[src/rtl/vec_alu_seq_if.sv]
// Signal bundle for vec_alu_seq: operation input handshake, the lane bus to the
// external shared ALU slice, the result output handshake and status/debug.
interface vec_alu_seq_if #(
  parameter int N = 8,
  parameter int V = 16,
  parameter int L = 4
);
  logic             in_valid;
  logic             in_ready;
  logic [V*N-1:0]   in_a;
  logic [V*N-1:0]   in_b;
  logic [2:0]       in_op;
  logic [L*N-1:0]   alu_a;
  logic [L*N-1:0]   alu_b;
  logic [2:0]       alu_op;
  logic [L*N-1:0]   alu_res;
  logic             out_valid;
  logic             out_ready;
  logic [V*N-1:0]   out_res;
  logic             busy;
  logic [1:0]       dbg_state;

  // Block side.
  modport slave (
    input  in_valid, in_a, in_b, in_op, alu_res, out_ready,
    output in_ready, alu_a, alu_b, alu_op, out_valid, out_res, busy, dbg_state
  );

  // Environment side: producer, ALU slice and consumer.
  modport master (
    output in_valid, in_a, in_b, in_op, alu_res, out_ready,
    input  in_ready, alu_a, alu_b, alu_op, out_valid, out_res, busy, dbg_state
  );
endinterface

[src/rtl/vec_alu_seq.sv]
// Sequential vector ALU: processes a V-element vector through an external
// L-lane combinational ALU slice, L elements per cycle, V/L cycles per op.
// Op 3'b111 is a pass-through that bypasses the slice entirely.
//
// Handshakes: a transfer happens on a rising edge where valid and ready are both
// high. The producer holds its payload while valid is high and ready is low;
// ready never depends combinationally on valid. Here in_ready is high only in
// IDLE and out_valid only in DONE, so an output handshake and a new accept can
// never happen on the same edge.
module vec_alu_seq #(
  parameter int N = 8,
  parameter int V = 16,
  parameter int L = 4
) (
  input  logic         clk,
  input  logic         rst,
  vec_alu_seq_if.slave bus
);
  localparam int P  = V / L;
  localparam int PW = (P > 1) ? $clog2(P) : 1;
  localparam logic [PW-1:0] P_LAST = PW'(P - 1);
  localparam logic [2:0] OP_PASS = 3'b111;

  typedef enum logic [1:0] {
    IDLE  = 2'd0,
    ISSUE = 2'd1,
    DONE  = 2'd2
  } state_t;

  state_t          state_q;
  state_t          state_d;
  logic [PW-1:0]   pass_q;
  logic [V*N-1:0]  a_q;
  logic [V*N-1:0]  b_q;
  logic [V*N-1:0]  res_q;
  logic [2:0]      op_q;
  int              lane_lo;

  // Bit offset of the lane group handled in the current pass.
  assign lane_lo = int'(pass_q) * L * N;

  // Next-state logic.
  always_comb begin
    state_d = state_q;
    case (state_q)
      IDLE:    if (bus.in_valid) state_d = (bus.in_op == OP_PASS) ? DONE : ISSUE;
      ISSUE:   if (pass_q == P_LAST) state_d = DONE;
      DONE:    if (bus.out_ready) state_d = IDLE;
      default: state_d = IDLE;
    endcase
  end

  // Slice operands: the current lane group while issuing, zero otherwise.
  always_comb begin
    bus.alu_a  = '0;
    bus.alu_b  = '0;
    bus.alu_op = '0;
    if (state_q == ISSUE) begin
      bus.alu_a  = a_q[lane_lo +: L*N];
      bus.alu_b  = b_q[lane_lo +: L*N];
      bus.alu_op = op_q;
    end
  end

  // State register.
  always_ff @(posedge clk) begin
    if (rst) state_q <= IDLE;
    else     state_q <= state_d;
  end

  // Operand latch, pass counter and result buffer.
  always_ff @(posedge clk) begin
    if (rst) begin
      pass_q <= '0;
      a_q    <= '0;
      b_q    <= '0;
      op_q   <= '0;
      res_q  <= '0;
    end else begin
      case (state_q)
        IDLE: begin
          if (bus.in_valid) begin
            a_q    <= bus.in_a;
            b_q    <= bus.in_b;
            op_q   <= bus.in_op;
            pass_q <= '0;
            if (bus.in_op == OP_PASS) res_q <= bus.in_a;
          end
        end
        ISSUE: begin
          res_q[lane_lo +: L*N] <= bus.alu_res;
          pass_q <= (pass_q == P_LAST) ? '0 : pass_q + PW'(1);
        end
        default: ;
      endcase
    end
  end

  // Status and result outputs.
  assign bus.in_ready  = (state_q == IDLE);
  assign bus.busy      = (state_q != IDLE);
  assign bus.out_valid = (state_q == DONE);
  assign bus.out_res   = res_q;
  assign bus.dbg_state = state_q;
endmodule

[src/flat_wrapper.sv]
// flat-port wrapper written by rule: the top's interface ports become plain ports
module vec_alu_seq_flat 
#(
  parameter int N = 8,
  parameter int V = 16,
  parameter int L = 4
)
  (clk, rst, bus_in_valid, bus_in_a, bus_in_b, bus_in_op, bus_alu_res, bus_out_ready, bus_in_ready, bus_alu_a, bus_alu_b, bus_alu_op, bus_out_valid, bus_out_res, bus_busy, bus_dbg_state);
  vec_alu_seq_if #(.N(N), .V(V), .L(L)) bus_i ();
  input  logic clk;
  input  logic rst;
  input wire logic [$bits(bus_i.in_valid)-1:0] bus_in_valid;
  input wire logic [$bits(bus_i.in_a)-1:0] bus_in_a;
  input wire logic [$bits(bus_i.in_b)-1:0] bus_in_b;
  input wire logic [$bits(bus_i.in_op)-1:0] bus_in_op;
  input wire logic [$bits(bus_i.alu_res)-1:0] bus_alu_res;
  input wire logic [$bits(bus_i.out_ready)-1:0] bus_out_ready;
  output wire logic [$bits(bus_i.in_ready)-1:0] bus_in_ready;
  output wire logic [$bits(bus_i.alu_a)-1:0] bus_alu_a;
  output wire logic [$bits(bus_i.alu_b)-1:0] bus_alu_b;
  output wire logic [$bits(bus_i.alu_op)-1:0] bus_alu_op;
  output wire logic [$bits(bus_i.out_valid)-1:0] bus_out_valid;
  output wire logic [$bits(bus_i.out_res)-1:0] bus_out_res;
  output wire logic [$bits(bus_i.busy)-1:0] bus_busy;
  output wire logic [$bits(bus_i.dbg_state)-1:0] bus_dbg_state;
  assign bus_i.in_valid = bus_in_valid;
  assign bus_i.in_a = bus_in_a;
  assign bus_i.in_b = bus_in_b;
  assign bus_i.in_op = bus_in_op;
  assign bus_i.alu_res = bus_alu_res;
  assign bus_i.out_ready = bus_out_ready;
  assign bus_in_ready = bus_i.in_ready;
  assign bus_alu_a = bus_i.alu_a;
  assign bus_alu_b = bus_i.alu_b;
  assign bus_alu_op = bus_i.alu_op;
  assign bus_out_valid = bus_i.out_valid;
  assign bus_out_res = bus_i.out_res;
  assign bus_busy = bus_i.busy;
  assign bus_dbg_state = bus_i.dbg_state;
  vec_alu_seq #(.N(N), .V(V), .L(L)) u_core (.clk(clk), .rst(rst), .bus(bus_i));
endmodule
[config.mk]
export PLATFORM = sky130hd
export DESIGN_NAME = vec_alu_seq_flat
export DESIGN_NICKNAME = d
export VERILOG_FILES = /design/src/rtl/vec_alu_seq_if.sv /design/src/rtl/vec_alu_seq.sv /design/src/flat_wrapper.sv
export SDC_FILE = /design/constraint.sdc
export NUM_CORES = 1
export LEC_CHECK = 0
export BUFFER_PORTS_ARGS = -buffer_cell sky130_fd_sc_hd__buf_4
export CAP_MARGIN = 0
export CORE_AREA = 2 2 194 196
export CTS_BUF_LIST = sky130_fd_sc_hd__clkbuf_8
export DETAILED_ROUTE_END_ITERATION = 8
export DIE_AREA = 0 0 196 198
export GPL_ROUTABILITY_DRIVEN = 0
export MAX_ROUTING_LAYER = met4
export PLACE_DENSITY = 0.74
export SYNTH_ARGS = -nofsm -noshare
export SYNTH_HDL_FRONTEND = slang
export SYNTH_SLANG_ARGS = --single-unit
[constraint.sdc]
create_clock -name clk -period 2.5 [get_ports clk]
set_input_delay 0.5 -clock clk [delete_from_list [all_inputs] [get_ports clk]]
set_output_delay 0.5 -clock clk [all_outputs]
set_load 0.005 [all_outputs]
## After elaboration in Yosys (flattened, before gate mapping)

Cells that the tools add are included.

| word-level totals | value |
|---|---|
| bits of input ports | 295 |
| output and inout bits | 200 |
| flip-flop bits (word level) | 391 |
| logic and storage cells | 42 |

| cells by class | value |
|---|---|
| muxes and demuxes | 15 |
| equal/unequal tests | 8 |
| add/sub/neg operators | 2 |
| reductions and logical operators | 7 |
| shift-type cells | 4 |

Operators with widths:

| kind | number |
|---|---|
| 128-bit two-way mux | 2 |
| 128-bit case mux with 2 select lines | 1 |
| 128-bit by 8-bit indexed part select with 32-bit output | 2 |
| 128-bit bitwise mux | 1 |
| 32-bit by 33-bit variable shift with 128-bit output, first input constant | 1 |
| 32-bit by 33-bit indexed part select with 128-bit output | 1 |
| 32-bit two-way mux | 2 |
| 7-bit negator with 33-bit output | 1 |
| 2-bit two-way mux | 6 |
| 2-bit != test, second input constant | 3 |
| 2-bit case mux with 3 select lines | 1 |
| 3-bit AND reduction | 2 |
| 2-bit equality test, second input constant | 2 |
| 2-bit case mux with 2 select lines | 1 |
| 2-bit AND reduction | 2 |
| 2-bit nonzero test | 2 |
| 3-bit equality test, second input constant | 1 |
| 3-bit two-way mux | 1 |
| 2-bit by 1-bit adder with 2-bit output, second input constant | 1 |
| 2-bit by 1-bit equality test with 1-bit output, second input constant | 1 |
| 2-bit logical NOT | 1 |
| 2-bit by 1-bit != test with 1-bit output, second input constant | 1 |

## Longest topological paths before layout

| depth | value |
|---|---|
| word-level depth | 4 |
| gate-level depth with buffers | 9 |
| gate-level depth less buffers | 5 |

## Worst setup path after synthesis

OpenSTA, ideal clock, no wires.

| timing | value |
|---|---|
| path kind | register to register |
| start point | register u_core.pass_q[1] |
| end point | register u_core.res_q[82] (netlist: u_core.bus.out_res[82]) |
| data required time | 2.359 ns |
| setup slack | 0.224 ns |
| arrival | 2.135 ns |
| cell stages (with the launch flop) | 10 |
| setup time | 0.141 ns |
| period minus slack after synthesis | 2.276 ns |
| buffers on the path | 4 |
| path through | dfxtp_1 buf_2 buf_1 inv_1 ha_1 and4bb_2 buf_4 buf_6 a32oi_1 a221oi_2 |

| on the way | value |
|---|---|
| longest elaborated chain between the ends | 4 |
| elaborated cells between the ends (all ways) | 5 |
| those cells by class | add/sub: 1; shift: 2; mux: 2 |

Ends and longest elaborated chain:

| what | RTL line | text |
|---|---|---|
| start: declaration | vec_alu_seq.sv:32 | `logic [PW-1:0] pass_q;` |
| start signal: assignment | vec_alu_seq.sv:92 | `pass_q <= (pass_q == P_LAST) ? '0 : pass_q + PW'(1);` |
| 7-bit negator with 33-bit output (*) | vec_alu_seq.sv:91 | `res_q[lane_lo +: L*N] <= bus.alu_res;` |
| 32-bit by 33-bit indexed part select with 128-bit output or 32-bit by 33-bit variable shift with 128-bit output (tied branches) | vec_alu_seq.sv:91 |  |
| 128-bit bitwise mux (*) | vec_alu_seq.sv:91 |  |
| 128-bit case mux with 2 select lines (*) | vec_alu_seq.sv:80 | `case (state_q)` |
| end signal: assignment | vec_alu_seq.sv:87 | `if (bus.in_op == OP_PASS) res_q <= bus.in_a;` |
| end signal: indexed assignment | vec_alu_seq.sv:91 |  |
| end: declaration | vec_alu_seq.sv:35 | `logic [V*N-1:0] res_q;` |

Mark *: on every way between the ends. The rest lies on a longest branch, timed or not.
A chain may end at the register's enable or synchronous reset.

## Worst setup path after layout

| timing | value |
|---|---|
| start point | register u_core.pass_q[0] |
| end point | output bus_alu_b[18] |

| on the way | value |
|---|---|
| longest elaborated chain between the ends | 2 |

Ends and longest elaborated chain:

| what | RTL line | text |
|---|---|---|
| 128-bit by 8-bit indexed part select with 32-bit output | vec_alu_seq.sv:60 | `bus.alu_b = b_q[lane_lo +: L*N];` |
| 32-bit two-way mux | vec_alu_seq.sv:58 | `if (state_q == ISSUE) begin` |
| end: declaration | flat_wrapper.sv:20 | `output wire logic [$bits(bus_i.alu_b)-1:0] bus_alu_b;` |

Every way passes these cells.

==> results.md <==
- The flow ran to the end, but the final reports show violations.
- The checks that failed: setup timing.
- The clock tree buffer depth is 3.
- The number of enable-type register cells in the synthesized netlist is 0.
- CTS placed an instance of sky130_fd_sc_hd__clkbuf_8 at the clock tree root.
- The total via count after detailed routing is 17753.
- In the routed layout, each cell is associated on average with a via count of 6.01.
- The worst hold-check path type is in -> reg.
- Each instance of the synthesized netlist takes up on average 8.67 µm².
- In the finished design, the share of the clock period the worst path needs comes to 1.06.
- The antenna violation net count after detailed routing is 0.
- The area of the core region is 37000 µm².
- The initial utilization of the core area, before any placement, comes to 0.472.
- The initial antenna violation count is 2.
- VDD sags by at most 0.529 mV.
- The count of different cell masters after synthesis is 38.
- The count of nets after finishing is 2736.
- The data arrival time of the critical path is 2160 ps.
- Of the post-synthesis cell area, the dominant cell type holds 0.449.
- The clock input transition at the sequential cells of the worst setup and hold paths is 70 ps.
- The total congestion overflow is 0.
- The first global-routing pass estimated 98800 µm of wire.
- The critical path is of the reg -> out type.
- Measured against its own limit, the worst slew margin works out to 0.535.
- Measured along the x axis, the die boundary spans 196 µm.
- The total wire length after detailed routing is 66600 µm.
- In this run the core area contains 71 standard-cell rows.
- The maximum operating frequency is 376 MHz.
- The finished cells cover 23200 µm².
- After detailed routing, the average wire length per cell comes to 22.5 µm.
- The biggest area contributor in the post-synthesis netlist is sky130_fd_sc_hd__dfxtp_1.
- The count of boundary I/O pins is 495.
- The clock skew after layout is 19.3 ps.
- TritonCTS created 68 clock buffers.
- The sort of element at the start of the critical path is a register.
- The synthesis-stage register bit count is 391.
- The number of max-cap violations is 0.
- For this run, the total global-route usage over all layers was measured as 0.340.
- Along the worst path, the maximum fanout reaches 7.
- For this design the ratio of total power to cell area is 656 nW/µm².
- The smallest clock period supported by the final layout is computed as 2660 ps.
- The insertion delay of the later-clocked pin in the worst-skew pair is 620 ps.
- After clock tree synthesis, the flow added hold-fix buffers numbering 0.
- The placed cell area is 21500 µm².
- The layout overhead on the synthesized area is 33.1%.
- The total of endpoints with negative setup slack in the final report is 63.
- Sorting the synthesized cells by area gives the leading types as sky130_fd_sc_hd__dfxtp_1 45%, sky130_fd_sc_hd__nand2_1 13%, sky130_fd_sc_hd__mux4_2 8.3%, sky130_fd_sc_hd__a21oi_1 7.5%, sky130_fd_sc_hd__a32oi_1 3.2%.
- Data on the critical path is required at its endpoint by 2000 ps.
- TritonCTS built the clock tree.
- The count of cells in the finished layout, fillers not included, comes to 2956.
- For this run, the number of Yosys warnings is 0.
- The area of the mapped netlist is 17400 µm².
- Port buffering added 494 buffers.
- Among all flip-flop cells after synthesis, the most frequent one is sky130_fd_sc_hd__dfxtp_1.
- The via count of the first global-routing pass is 17216.
- The number of pins exceeding their max-slew limit in the final report is 0.
- Measured along the y axis, the die boundary spans 198 µm.
- The post-placement cell count is 2823.
- After legalization and detailed placement, the total HPWL measured 45300 µm.
- The slew of the pin with the lowest slew margin is 697 ps.
- The first detailed-routing pass ran for 8 iterations.
- The floorplan step defined a die boundary enclosing 38800 µm².
- The number of violations reported at the end of detailed-routing iteration 0 is 1701.
- When the netlist entered floorplanning its net count stood at 2311.
- The analysis attributes to cell leakage a power of 9.43 nW.
- The startpoint of the worst-slack reg-to-reg timing path is u_core.pass_q[0]$_SDFFE_PP0P_.
- In the final layout, the share of cells above drive strength 1 is 0.323.
- Synthesis produced 2011 cells.
- The worst register-to-register path has a setup slack of 70 ps.
- The H-tree depth is 3.
- Setup repair after global routing could not meet its margin everywhere.
- The final sum of negative setup slack is -6040 ps.
- The number of endpoints with negative hold slack in the final report is 0.
- The share of the yosys chip area belonging to registers is 0.449.
- The source of the worst hold timing path is bus_in_b[81].
- In the post-route analysis, the smallest setup slack over all paths is -158 ps.
- Entering global routing, the biggest net connects 124 pins.
- The remaining routing DRC violations is 0.
- CTS saw 391 sinks.
- After synthesis, the share of flip-flops with an asynchronous set or reset is 0.
- The critical path starts at u_core.pass_q[0]$_SDFFE_PP0P_.
- The worst setup path is captured at an output port.
-- final timing paths --
path | end | cells past startpoint
worst max-delay path | bus_alu_b[18] | 6
worst min-delay path | u_core.b_q[81]$_SDFFE_PP0P_ | 3
worst max register to register | u_core.bus.out_res[23]$_SDFFE_PP0P_ | 9
worst min register to register | u_core.b_q[21]$_SDFFE_PP0P_ | 2
-- cell type report --
cell class	count	area (µm²)
clock inverters	34	153
well taps	474	593
clock buffers	80	1100
repair buffers	577	4840
fillers	3219	13700
flip-flops and latches	391	7840
inverters	4	15.0
diodes	2	5.00
multi-input cells	1394	8670
-- sequential cells by signal, indices dropped and copies added, names as in the netlist --
signal	flops
u_core.a_q	128
u_core.op_q	3
u_core.b_q	128
u_core.bus.out_res	128
u_core.bus.dbg_state	2
u_core.pass_q	2
-- cells in the final DEF (no fill, tap or decap), types with 28 or more instances in the layout --
| cell type | count |
|---|---|
| sky130_fd_sc_hd__nand2_1 | 582 |
| sky130_fd_sc_hd__buf_4 | 516 |
| sky130_fd_sc_hd__dfxtp_1 | 387 |
| sky130_fd_sc_hd__a21oi_1 | 260 |
| sky130_fd_sc_hd__clkbuf_8 | 80 |
| sky130_fd_sc_hd__nor2_1 | 67 |
| sky130_fd_sc_hd__mux4_2 | 64 |
| sky130_fd_sc_hd__a32oi_1 | 64 |
| sky130_fd_sc_hd__nand4_1 | 64 |
| sky130_fd_sc_hd__a211oi_1 | 64 |
| sky130_fd_sc_hd__a221oi_1 | 60 |
| sky130_fd_sc_hd__a311oi_1 | 58 |
| sky130_fd_sc_hd__and2_4 | 40 |
| sky130_fd_sc_hd__buf_6 | 30 |
| sky130_fd_sc_hd__inv_1 | 29 |
| sky130_fd_sc_hd__and2_1 | 28 |
-- critical path: stages (launching register included) --
cell and delay, ps:
sky130_fd_sc_hd__dfxtp_4 380, sky130_fd_sc_hd__buf_6 120, sky130_fd_sc_hd__buf_12 120, sky130_fd_sc_hd__buf_16 140
sky130_fd_sc_hd__mux4_2 500, sky130_fd_sc_hd__and2_4 160, sky130_fd_sc_hd__buf_6 110
-- per-layer routing --
| layer | wire length, µm | track usage | vias to the layer above |
|---|---|---|---|
| li1 | - | - | 8072 |
| met1 | 25400 | 0.401 | 8468 |
| met2 | 31600 | 0.548 | 1026 |
| met3 | 6290 | 0.0720 | 187 |
| met4 | 3240 | 0.180 | 0 |
| met5 | 0 | - | - |
-- cells in the mapped netlist (2+ instances only) --
cell type / instances
sky130_fd_sc_hd__nor2_1: 68
sky130_fd_sc_hd__buf_6: 12
sky130_fd_sc_hd__and3b_1: 4
sky130_fd_sc_hd__a311oi_2: 6
sky130_fd_sc_hd__a32oi_1: 64
sky130_fd_sc_hd__ha_1: 5
sky130_fd_sc_hd__dfxtp_1: 391
sky130_fd_sc_hd__a221oi_2: 4
sky130_fd_sc_hd__nand2b_1: 2
sky130_fd_sc_hd__buf_2: 96
sky130_fd_sc_hd__nor2b_1: 4
sky130_fd_sc_hd__inv_1: 4
sky130_fd_sc_hd__a21oi_1: 260
sky130_fd_sc_hd__nand4_1: 64
sky130_fd_sc_hd__mux4_2: 64
sky130_fd_sc_hd__a221oi_1: 60
sky130_fd_sc_hd__nand2_1: 582
sky130_fd_sc_hd__and2_1: 68
sky130_fd_sc_hd__clkbuf_1: 103
sky130_fd_sc_hd__a211oi_1: 64
sky130_fd_sc_hd__buf_4: 9
sky130_fd_sc_hd__a311oi_1: 58
sky130_fd_sc_hd__a21o_1: 4
-- report_power, final --
part | switching, W | internal (W)
logic | 0.00150 | 0.00129
registers | 0.000241 | 0.00664
clock network | 0.00267 | 0.00289
-- cell families after synthesis --
family	Yosys count	share of synthesized area
multiplexers	64	0.0826
adder cells (fa/ha/maj)	5	0.00359
flip-flops	391	0.449
AO/OA/AOI/OAI	524	0.206
buffers and inverters	226	0.0627
AND/OR/NAND/NOR	801	0.197
-- through the flow --
| step | total power [W] | util | worst slack, ps | hold slack [ps] |
|---|---|---|---|---|
| 2_1_floorplan | 0.00838 | - | 224 | 432 |
| 3_3_place_gp | 0.00958 | 0.581 | 307 | 438 |
| 6_report | 0.0152 | 0.628 | -158 | 132 |
| 4_1_cts | 0.0153 | 0.628 | -188 | 94.7 |
| 5_1_grt | 0.0158 | 0.628 | -224 | 116 |
| 3_5_place_dp | 0.00964 | 0.581 | 316 | 444 |
-- timing repair --
item,4_1_cts,5_1_grt
pin swaps,31,1
setup buffers,13,2
gates resized for setup,79,16
gates cloned,5,0
setup endpoints to repair,67,88
Power figures use the tool's default switching activity.
